### config.mk
export PLATFORM = sky130hd
export DESIGN_NAME = i2s_source_ctrl
export DESIGN_NICKNAME = d
export VERILOG_FILES = /design/src/rtl/i2s_source_ctrl_pkg.sv /design/src/rtl/i2s_source_ctrl_meter.sv /design/src/rtl/i2s_source_ctrl.sv
export SDC_FILE = /design/constraint.sdc
export NUM_CORES = 1
export LEC_CHECK = 0
export CORE_ASPECT_RATIO = 1.25
export CORE_MARGIN = 1.5
export CORE_UTILIZATION = 50
export CTS_CLUSTER_DIAMETER = 150
export DETAILED_ROUTE_END_ITERATION = 16
export PLACE_DENSITY = 0.75
export SYNTH_ARGS = -nofsm -noshare
export SYNTH_HDL_FRONTEND = slang
export SYNTH_HIERARCHICAL = 1
export SYNTH_SLANG_ARGS = --single-unit
export TNS_END_PERCENT = 20
### constraint.sdc
create_clock -name mck -period 10.7 [get_ports mck]
set_clock_uncertainty 0.1 [all_clocks]
set_input_delay 1.07 -clock mck [delete_from_list [all_inputs] [get_ports mck]]
set_output_delay 1.07 -clock mck [all_outputs]
set_load 0.005 [all_outputs]
### src/rtl/i2s_source_ctrl_pkg.sv
// Shared encodings for the 701ES I2S source scheduler: FSM states, source ids,
// Fs class codes and the constant functions that build the Fs class windows.
`timescale 1ns/1ps
package i2s_src_ctrl_pkg;

    localparam logic [1:0] ST_SEARCH  = 2'd0;
    localparam logic [1:0] ST_MEASURE = 2'd1;
    localparam logic [1:0] ST_SETTLE  = 2'd2;
    localparam logic [1:0] ST_RUN     = 2'd3;

    localparam logic SRC_AES = 1'b0;
    localparam logic SRC_EXT = 1'b1;

    typedef enum logic [1:0] {
        FS_UNKNOWN = 2'd0,
        FS_32K     = 2'd1,
        FS_44K1    = 2'd2,
        FS_48K     = 2'd3
    } fs_class_e;

    localparam int FRAME_W = 8;

    function automatic int unsigned fs_nominal(input int unsigned mck_hz, input int unsigned fs_hz);
        return mck_hz / fs_hz;
    endfunction

    // Window is +/-1% of the nominal LRCK period in mck cycles.
    function automatic int unsigned fs_lo(input int unsigned mck_hz, input int unsigned fs_hz);
        return fs_nominal(mck_hz, fs_hz) - fs_nominal(mck_hz, fs_hz) / 100;
    endfunction

    function automatic int unsigned fs_hi(input int unsigned mck_hz, input int unsigned fs_hz);
        return fs_nominal(mck_hz, fs_hz) + fs_nominal(mck_hz, fs_hz) / 100;
    endfunction

endpackage

### src/rtl/i2s_source_ctrl_meter.sv
// LRCK period meter: 2-flop synchroniser, rising-edge detect, saturating
// period counter and alive flag for one asynchronous LRCK input.
`timescale 1ns/1ps
module lrck_period_meter #(
    parameter int PERIOD_W = 12,
    parameter int TIMEOUT  = 4095
) (
    input  logic                i_mck,
    input  logic                i_reset_n,
    input  logic                i_lrck,
    output logic                o_edge,
    output logic [PERIOD_W-1:0] o_sample,
    output logic                o_alive
);

    localparam logic [PERIOD_W-1:0] LP_TIMEOUT = PERIOD_W'(TIMEOUT);

    logic [1:0]          r_sync;
    logic                r_prev;
    logic                r_seen;
    logic [PERIOD_W-1:0] r_cnt;
    logic                w_edge;

    always_ff @(posedge i_mck or negedge i_reset_n) begin
        if (!i_reset_n) begin
            r_sync <= 2'b00;
            r_prev <= 1'b0;
        end else begin
            r_sync <= {r_sync[0], i_lrck};
            r_prev <= r_sync[1];
        end
    end

    assign w_edge = r_sync[1] & ~r_prev;

    // Restarting at 1 makes the value seen at the next edge equal the full period.
    always_ff @(posedge i_mck or negedge i_reset_n) begin
        if (!i_reset_n) begin
            r_cnt  <= '0;
            r_seen <= 1'b0;
        end else if (w_edge) begin
            r_cnt  <= PERIOD_W'(1);
            r_seen <= 1'b1;
        end else if (r_cnt != LP_TIMEOUT) begin
            r_cnt  <= r_cnt + PERIOD_W'(1);
        end
    end

    assign o_edge   = w_edge;
    assign o_sample = r_cnt;
    assign o_alive  = r_seen & (r_cnt != LP_TIMEOUT);

endmodule

### src/rtl/i2s_source_ctrl.sv
// 701ES I2S source scheduler and lock sequencer. Optional Fs classification
// is built only when the FS_CLASS_EN macro is defined.
`timescale 1ns/1ps
module i2s_source_ctrl
    import i2s_src_ctrl_pkg::*;
#(
    parameter int          PERIOD_W    = 12,
    parameter int          TOL         = 4,
    parameter int          LOCK_FRAMES = 8,
    parameter int          MUTE_FRAMES = 16,
    parameter int          TIMEOUT     = 4095,
    parameter int unsigned MCK_HZ      = 24576000
) (
    input  logic                mck,
    input  logic                reset_n,
    input  logic                aes_active,
    input  logic                aes_lrck,
    input  logic                ext_lrck,
    input  logic                prefer_ext,
    output logic                src_sel,
    output logic                conv_rst_n,
    output logic                mute,
    output logic                locked,
    output logic [PERIOD_W-1:0] fs_period,
    output logic                fs_change,
    output logic [1:0]          fs_class
);

    if (TIMEOUT > (1 << PERIOD_W) - 1 || MCK_HZ == 0) begin : g_bad_params
        $error("i2s_source_ctrl: TIMEOUT exceeds period counter range or MCK_HZ is zero");
    end

    logic                w_aes_edge, w_aes_alive, w_ext_edge, w_ext_alive;
    logic [PERIOD_W-1:0] w_aes_sample, w_ext_sample;

    lrck_period_meter #(.PERIOD_W(PERIOD_W), .TIMEOUT(TIMEOUT)) u_aes_meter (
        .i_mck(mck), .i_reset_n(reset_n), .i_lrck(aes_lrck),
        .o_edge(w_aes_edge), .o_sample(w_aes_sample), .o_alive(w_aes_alive)
    );

    lrck_period_meter #(.PERIOD_W(PERIOD_W), .TIMEOUT(TIMEOUT)) u_ext_meter (
        .i_mck(mck), .i_reset_n(reset_n), .i_lrck(ext_lrck),
        .o_edge(w_ext_edge), .o_sample(w_ext_sample), .o_alive(w_ext_alive)
    );

    logic w_aes_elig, w_ext_elig, w_have, w_pick;

    assign w_ext_elig = w_ext_alive;
    assign w_aes_elig = aes_active & w_aes_alive;
    assign w_have     = w_ext_elig | w_aes_elig;
    assign w_pick     = (prefer_ext & w_ext_elig) ? SRC_EXT :
                        (w_aes_elig ? SRC_AES : (w_ext_elig ? SRC_EXT : SRC_AES));

    logic [1:0]          r_state, w_next;
    logic                r_src_sel;
    logic [PERIOD_W-1:0] r_ref, r_fs_period;
    logic                r_ref_valid;
    logic [FRAME_W-1:0]  r_frames;
    logic                r_conv_rst_n, r_mute, r_locked, r_fs_change;

    logic                w_edge, w_in_tol, w_exit, w_latch, w_fs_chg;
    logic [PERIOD_W-1:0] w_sample, w_cmp, w_diff;

    assign w_edge   = (r_src_sel == SRC_EXT) ? w_ext_edge   : w_aes_edge;
    assign w_sample = (r_src_sel == SRC_EXT) ? w_ext_sample : w_aes_sample;
    assign w_cmp    = (r_state == ST_RUN) ? r_fs_period : r_ref;
    assign w_diff   = (w_sample >= w_cmp) ? (w_sample - w_cmp) : (w_cmp - w_sample);
    assign w_in_tol = (w_diff <= PERIOD_W'(TOL));
    // The pick can only differ from the current source if that source died or lost priority.
    assign w_exit   = ~w_have | (w_pick != r_src_sel);

    always_comb begin
        w_next   = r_state;
        w_latch  = 1'b0;
        w_fs_chg = 1'b0;
        case (r_state)
            ST_SEARCH: begin
                if (w_have) w_next = ST_MEASURE;
            end
            ST_MEASURE: begin
                if (w_exit) begin
                    w_next = ST_SEARCH;
                end else if (w_edge && r_ref_valid && w_in_tol &&
                             r_frames == FRAME_W'(LOCK_FRAMES - 1)) begin
                    w_next  = ST_SETTLE;
                    w_latch = 1'b1;
                end
            end
            ST_SETTLE: begin
                if (w_exit) begin
                    w_next = ST_SEARCH;
                end else if (w_edge && r_frames == FRAME_W'(MUTE_FRAMES - 1)) begin
                    w_next = ST_RUN;
                end
            end
            ST_RUN: begin
                if (w_exit) begin
                    w_next = ST_SEARCH;
                end else if (w_edge && !w_in_tol) begin
                    w_next   = ST_MEASURE;
                    w_fs_chg = 1'b1;
                end
            end
            default: w_next = ST_SEARCH;
        endcase
    end

    always_ff @(posedge mck or negedge reset_n) begin
        if (!reset_n) begin
            r_state     <= ST_SEARCH;
            r_src_sel   <= SRC_AES;
            r_ref       <= '0;
            r_ref_valid <= 1'b0;
            r_frames    <= '0;
        end else begin
            r_state <= w_next;
            case (r_state)
                ST_SEARCH: begin
                    if (w_have) begin
                        r_src_sel   <= w_pick;
                        r_ref_valid <= 1'b0;
                        r_frames    <= '0;
                    end
                end
                ST_MEASURE: begin
                    if (!w_exit && w_edge) begin
                        if (w_latch) begin
                            r_frames <= '0;
                        end else if (r_ref_valid && w_in_tol) begin
                            r_frames <= r_frames + FRAME_W'(1);
                        end else begin
                            r_ref       <= w_sample;
                            r_ref_valid <= 1'b1;
                            r_frames    <= '0;
                        end
                    end
                end
                ST_SETTLE: begin
                    if (!w_exit && w_edge) r_frames <= r_frames + FRAME_W'(1);
                end
                ST_RUN: begin
                    if (w_fs_chg) begin
                        r_ref       <= w_sample;
                        r_ref_valid <= 1'b1;
                        r_frames    <= '0;
                    end
                end
                default: ;
            endcase
        end
    end

    // Outputs follow the next state so they settle one cycle after the causing event.
    always_ff @(posedge mck or negedge reset_n) begin
        if (!reset_n) begin
            r_conv_rst_n <= 1'b0;
            r_mute       <= 1'b1;
            r_locked     <= 1'b0;
            r_fs_change  <= 1'b0;
            r_fs_period  <= '0;
        end else begin
            r_conv_rst_n <= (w_next == ST_SETTLE) || (w_next == ST_RUN);
            r_mute       <= (w_next != ST_RUN);
            r_locked     <= (w_next == ST_RUN);
            r_fs_change  <= w_fs_chg;
            if (w_latch) r_fs_period <= r_ref;
        end
    end

`ifdef FS_CLASS_EN
    localparam logic [31:0] LO_32K = fs_lo(MCK_HZ, 32000);
    localparam logic [31:0] HI_32K = fs_hi(MCK_HZ, 32000);
    localparam logic [31:0] LO_44K = fs_lo(MCK_HZ, 44100);
    localparam logic [31:0] HI_44K = fs_hi(MCK_HZ, 44100);
    localparam logic [31:0] LO_48K = fs_lo(MCK_HZ, 48000);
    localparam logic [31:0] HI_48K = fs_hi(MCK_HZ, 48000);

    logic [31:0] w_ref_ext;
    logic [1:0]  w_class, r_fs_class;

    assign w_ref_ext = 32'(r_ref);

    always_comb begin
        w_class = FS_UNKNOWN;
        if (w_ref_ext >= LO_48K && w_ref_ext <= HI_48K)      w_class = FS_48K;
        else if (w_ref_ext >= LO_44K && w_ref_ext <= HI_44K) w_class = FS_44K1;
        else if (w_ref_ext >= LO_32K && w_ref_ext <= HI_32K) w_class = FS_32K;
    end

    always_ff @(posedge mck or negedge reset_n) begin
        if (!reset_n) begin
            r_fs_class <= FS_UNKNOWN;
        end else if (w_latch) begin
            r_fs_class <= w_class;
        end else if (w_next == ST_SEARCH || w_next == ST_MEASURE) begin
            r_fs_class <= FS_UNKNOWN;
        end
    end

    assign fs_class = r_fs_class;
`else
    assign fs_class = FS_UNKNOWN;
`endif

    assign src_sel    = r_src_sel;
    assign conv_rst_n = r_conv_rst_n;
    assign mute       = r_mute;
    assign locked     = r_locked;
    assign fs_period  = r_fs_period;
    assign fs_change  = r_fs_change;

endmodule

==> impl_metrics.env <==
export IMPL_ctsHtreeMaxLevel=3
export IMPL_arrival_ps=5310
export IMPL_rrSetupSlack_ps=5560
export IMPL_avgRoutedWirePerCell_um=17.4
export IMPL_critPathMaxStageDelay_ps=760
export IMPL_hold_start="u_ext_meter/r_sync[0]"
export IMPL_grt_use_met1_pct=28.2
export IMPL_final_layout_size_suffix_gt1_share_pct=15.8
export IMPL_min_period_ps=5140
export IMPL_clk_pin_slew_worst_paths_ps=60
export IMPL_clockPowerShare_pct=22.6
export IMPL_slowest_stage="ha_1"
export IMPL_synth_distinct_cells=82
export IMPL_grt_pass1_wl_mm=19.4
export IMPL_post_cts_buffers=0
export IMPL_ys_warnings_count=6
export IMPL_cp_num_cells=12
export IMPL_p_switching_uw=556
export IMPL_swShare_pct=42.0
export IMPL_numClockSinks=71
export IMPL_synth_edf_count=0
export IMPL_track_usage_pct=22.9
export IMPL_dieArea_sq_um=10800
export IMPL_clkLatencyLatePin_ps=340
export IMPL_rr_startpoint="r_state[1]"
export IMPL_cts_repair_resize_count=0
export IMPL_final_period_utilization_pct=48.0
export IMPL_crit_chain="ha_1, mux2_2, ha_1, nand2_1, o21ai_1, mux2_2, o311a_1, o22ai_2, and4_4, nand3_1, o32ai_1, and3_1"
export IMPL_whs_ps=249
export IMPL_cts_tree="yes"
export IMPL_timing_slew_headroom_pct=41.6
export IMPL_first_pass_iters=4
export IMPL_endpoint="locked"
export IMPL_first_global_vias=3991
export IMPL_required_ps=10880
export IMPL_maxSlewViolCount=0
export IMPL_cp_max_fo=20
export IMPL_drc_errors=0
export IMPL_area_delta_synth_final_pct=11.1
export IMPL_drt_iter0_markers=291
export IMPL_most_common_layout_cells="dfrtp_1 (70), nand2_1 (49), inv_1 (43)"
export IMPL_pre_cts_ws_ps=5690
export IMPL_critPathTopFamily="compound AO/OA/AOI/OAI gates"
export IMPL_avgViaCountPerCell=6.02
export IMPL_port_buffers=22
export IMPL_core_area_sq_um=10000
export IMPL_rr_endpoint="locked"
export IMPL_final_hold_viol_count=0
export IMPL_layout_setup_ws_ps=5560
export IMPL_cts_buffers=9
export IMPL_grt_setup_unrepaired="no"
export IMPL_ys_seq_area_share_pct=34.8
export IMPL_io_pins=25
export IMPL_netlist_area_sq_um=5110
export IMPL_startpoint="r_state[1]"
export IMPL_final_core_util_pct=56.7
export IMPL_rows=41
export IMPL_n_antenna_cell=0
export IMPL_die_height_um=116
export IMPL_combPwrFrac_pct=52.0
export IMPL_num_vias=4122
export IMPL_synth_main_ff_cell="dfrtp_1"
export IMPL_max_cap_violations=0
export IMPL_hpwl_mm=8.89
export IMPL_timing_fmax_mhz=195
export IMPL_cp_end_kind="flip-flop"
export IMPL_wirelength_mm=11.9
export IMPL_worst_r2r_cell_count=12
export IMPL_grt_overflow=0
export IMPL_grt_use_met3_pct=3.15
export IMPL_synth_seq_cells=71
export IMPL_clock_path_buffers=2
export IMPL_vdd_drop_max_mv=0.194
export IMPL_place_area_sq_um=5370
export IMPL_internal_power_uw=769
export IMPL_hold_class="flip-flop to flip-flop"
export IMPL_start_util_pct=51.1
export IMPL_async_reset_ff_share_pct=100
export IMPL_seqPwrFrac_pct=25.4
export IMPL_design_area_sq_um=5670
export IMPL_leakagePower_uw=0.00252
export IMPL_worstMarginPinSlew_ps=876
export IMPL_layout_commonest_cell="dfrtp_1"
export IMPL_crit_buf_inv=0
export IMPL_synth_avg_cell_area_sq_um=9.48
export IMPL_nets=589
export IMPL_grt_busiest_layer="met2"
export IMPL_die_width_um=93.4
export IMPL_grt_met2_usage_pct=39.3
export IMPL_power_density_nw_per_um2=234
export IMPL_outcome="complete, no violations"
export IMPL_grt_max_degree=72
export IMPL_setup_viol=0
export IMPL_crit_type="flip-flop to flip-flop"
export IMPL_worst_setup_path_start_kind="flip-flop"
export IMPL_drtAntennaViolNets=0
export IMPL_setup_tns_ps=0
export IMPL_place_congestion=0.994
export IMPL_syn_inst=539
export IMPL_antenna_found_initial=0
export IMPL_ctsHoldBuffers=0
export IMPL_cts_root_buf="clkbuf_16"
==> worst reg2reg max path: stages (launching register included) <==
cell and delay (ps):
dfrtp_1 450, ha_1 760, mux2_2 450, ha_1 470, nand2_1 150, o21ai_1 340
mux2_2 380, o311a_1 320, o22ai_2 140, and4_4 280, nand3_1 520, o32ai_1 470
and3_1 230
==> worst min-delay path by stage <==
stage | endpoint | depth (start not counted)
after floorplan | u_aes_meter/r_sync[1] | 0
after global placement | u_aes_meter/r_sync[1] | 0
after detailed placement | u_ext_meter/r_sync[1] | 0
after CTS | u_ext_meter/r_sync[1] | 0
after global routing | u_ext_meter/r_sync[1] | 0
final | u_ext_meter/r_sync[1] | 0
==> cell families after synthesis <==
family	share of synthesized area (%)
AND/OR/NAND/NOR	19.9
AO/OA/AOI/OAI	17.8
flip-flops	34.8
buffers and inverters	5.59
multiplexers	12.6
adder cells (fa/ha/maj)	7.84
XOR/XNOR	1.37
other	0.0734
==> sequential cells by signal, summed over array words and instances (netlist names) <==
register and count:
u_aes_meter/r_sync 2, u_ext_meter/o_sample 12, r_frames 8, locked 1
u_aes_meter/r_prev 1, r_ref_valid 1, fs_change 1, u_aes_meter/r_seen 1
mute 1, r_state 2, fs_period 12, u_ext_meter/r_sync 2
r_ref 12, src_sel 1, u_aes_meter/o_sample 12, u_ext_meter/r_seen 1
u_ext_meter/r_prev 1
==> power by group through the flow <==
stage | combinational (uW) | clock (uW) | sequential [uW]
final | 689 | 299 | 337
after global placement | 663 | 0 | 339
after CTS | 677 | 302 | 337
after detailed placement | 672 | 0 | 342
after floorplan | 551 | 0 | 323
after global routing | 753 | 312 | 342
==> cells in the mapped netlist (5+ instances only) <==
cell type	number	area share, %
buf_2	12	1.2
nand3_1	18	1.8
a21o_1	7	1.0
ha_1	32	7.8
mux2_1	10	2.2
clkbuf_1	5	0.37
nor2_1	36	2.6
o21ai_1	7	0.69
nand4_1	6	0.74
mux2i_1	8	1.6
a31oi_1	5	0.61
inv_1	43	3.2
o21ai_0	20	2.0
xor2_1	5	0.86
nand2b_1	11	1.3
mux2_2	40	8.8
nor3_1	13	1.3
a21oi_1	23	2.3
o22ai_1	8	0.98
dfrtp_1	70	34
nand2_1	49	3.6
o211ai_1	7	1.0
==> per-layer routing <==
layer | wire [um] | part of all wire [%] | up-vias
met4 | 305 | 2.6 | 0
met2 | 6010 | 50 | 119
met3 | 487 | 4.1 | 21
met5 | 0 | 0 | -
met1 | 5100 | 43 | 2012
li1 | - | - | 1970
==> stage by stage <==
step	instances	total power [uW]
5_1_grt	685	1410
2_1_floorplan	540	873
3_3_place_gp	669	1000
3_5_place_dp	669	1010
6_report	685	1330
4_1_cts	685	1320
==> area by class of cell <==
class                           instances  area (sq um)
Inverter                               45           169
Clock buffer                            9           225
Sequential cell                        71          1780
Timing Repair Buffer                   22           218
Clock inverter                          7          73.8
Fill cell                             889          4330
Multi-Input combinational cell        402          3050
Tap cell                              129           161
No activity file was read; power rests on OpenSTA's default activity.
==> variant, RTL diff (same flow settings) <==
Put one more register stage on the output `src_sel`, with the module's reset. The value now appears one clock later. The other outputs are not delayed to match.
--- a/src/rtl/i2s_source_ctrl.sv
+++ b/src/rtl/i2s_source_ctrl.sv
@@ -204,3 +204,9 @@
 
-    assign src_sel    = r_src_sel;
+    always_ff @(posedge mck or negedge reset_n) begin
+        if (!reset_n) begin
+            src_sel <= '0;
+        end else begin
+            src_sel <= r_src_sel;
+        end
+    end
     assign conv_rst_n = r_conv_rst_n;
Behaviour: not the same (a bounded check fails within 10 cycles, from zero or initial values and one cycle with reset_n low).
==> variant against the original RTL <==
Fmax decreased by 0.61%. Total power increased by 4.6%. Combinational power up 2%. Design area rose by 1.3%. Cell count is 0.15% higher. Synthesized area grew 0.49%. Critical path depth increased by 1. Worst setup slack worse by 0.031 ns. Wire length increased by 1.7%. Die area up 0.47%. Utilization up 0.43 points. Count of clock-buffer cells in the layout rose by 2. First-iteration DRC count shrank 14%. Sequential cell count grew 1. Highest routed layer unchanged.
==> variant: results (changes against the original RTL) <==
Logic synthesis
  • Synth top cells by count: 71 x dfrtp_1, 49 x nand2_1, 43 x inv_1
  • Largest cells by area after synthesis: dfrtp_1 35%, mux2_2 8.8%, ha_1 7.8%, nand2_1 3.6%, inv_1 3.1%
  • Post-synthesis sequential area ratio: 35.1% (+0.32 points)

Global route
  • GRT Resource Usage Total: 23.1% (+0.20 points)
  • Vias in the first global route: 4009 (+0.45%)
  • Met1 Use GR: 28.8% (+0.60 points)
  • Met2 layer usage reported by global route: 40.3% (+0.97 points)
  • Largest net degree at the start of global routing: 73 (+1.4%)
  • GR Util met3: 3.26% (+0.11 points)
  • First-pass GRT wire length: 19600 um (+0.71%)

Drt
  • Initial DRC Count: 250 (-14%)
  • Via Count: 4068 (-1.3%)
  • M1 wire length: 5210 um (+2.1%)
  • Met3 wire len: 379 um (-22%)
  • Met2 WL: 6150 um (+2.4%)

Timing
  • Min Hold Slack: 0.264 ns (+0.0147 ns)
  • Tightest Pin Transition: 0.910 ns (+0.0343 ns)

Finish
  • Fill cells: 900 (+1.2%)

Critical path
  • Reg2Reg Depth: 13 (+1)
  • Worst Path Arrival: 5.28 ns (-0.03 ns)
  • Reg2reg end: r_ref[3]

Place
  • Setup slack at placement: 5.58 ns (-0.117 ns)
  • Final HPWL DP: 9130 um (+2.7%)

Pwr
  • Comb pwr: 0.701 mW (+2%)
  • Seq pwr share: 24.6% (-0.8 points)
  • VDD IR max: 0.000177 V (-9.1%)

Min path
  • Worst Hold End: u_aes_meter/r_sync[1]
  • Hold path startpoint: u_aes_meter/r_sync[0]

Status
  • Status: finished, final reports clean
==> variant: cell count changes after synthesis, sizes merged <==
cell and change:
dfrtp +1
==> variant: worst max path at each step <==
stage                          start        to  slack, ns  cells past startpoint
final                     r_state[1]  r_ref[3]       5.53                     13
after global placement    r_state[1]  r_ref[2]       5.69                     12
after global routing      r_state[1]  r_ref[3]       5.24                     13
after detailed placement  r_state[1]  r_ref[3]       5.58                     13
after floorplan           r_state[1]  r_ref[0]       6.20                     16
after CTS                 r_state[1]  r_ref[3]       5.56                     13
==> variant: worst max-delay path, cell delays in order (launching register included) <==
cell and delay (ns):
dfrtp_1 0.46, ha_1 0.76, mux2_2 0.44, ha_1 0.35, nor2b_1 0.23, nor2_1 0.11
o21ai_1 0.36, mux2_2 0.39, o311a_1 0.32, o22ai_2 0.15, and4_4 0.28, nand2_2 0.11
o211ai_2 0.59, mux2_2 0.40
==> variant: kinds of logic after synthesis <==
family,synth area share [%]
AO/OA/AOI/OAI,17.7
XOR/XNOR,1.37
adder cells (fa/ha/maj),7.80
buffers and inverters,5.56
flip-flops,35.1
multiplexers,12.5
other,0.0731
AND/OR/NAND/NOR,19.8
==> variant: layout make-up <==
| cell class | count | share of cell area (%) |
|---|---|---|
| multi-input cells | 402 | 53.0 |
| flip-flops and latches | 72 | 31.4 |
| clock buffers | 11 | 4.22 |
| repair buffers | 22 | 3.79 |
| inverters | 45 | 2.94 |
| well taps | 129 | 2.81 |
| clock inverters | 5 | 1.81 |
==> variant: through the flow <==
step / instances / utilization (%)
floorplan: 541 / -
global placement: 670 / 53.7
detailed placement: 670 / 53.7
CTS: 686 / 57.1
global route: 686 / 57.1
finish: 686 / 57.1
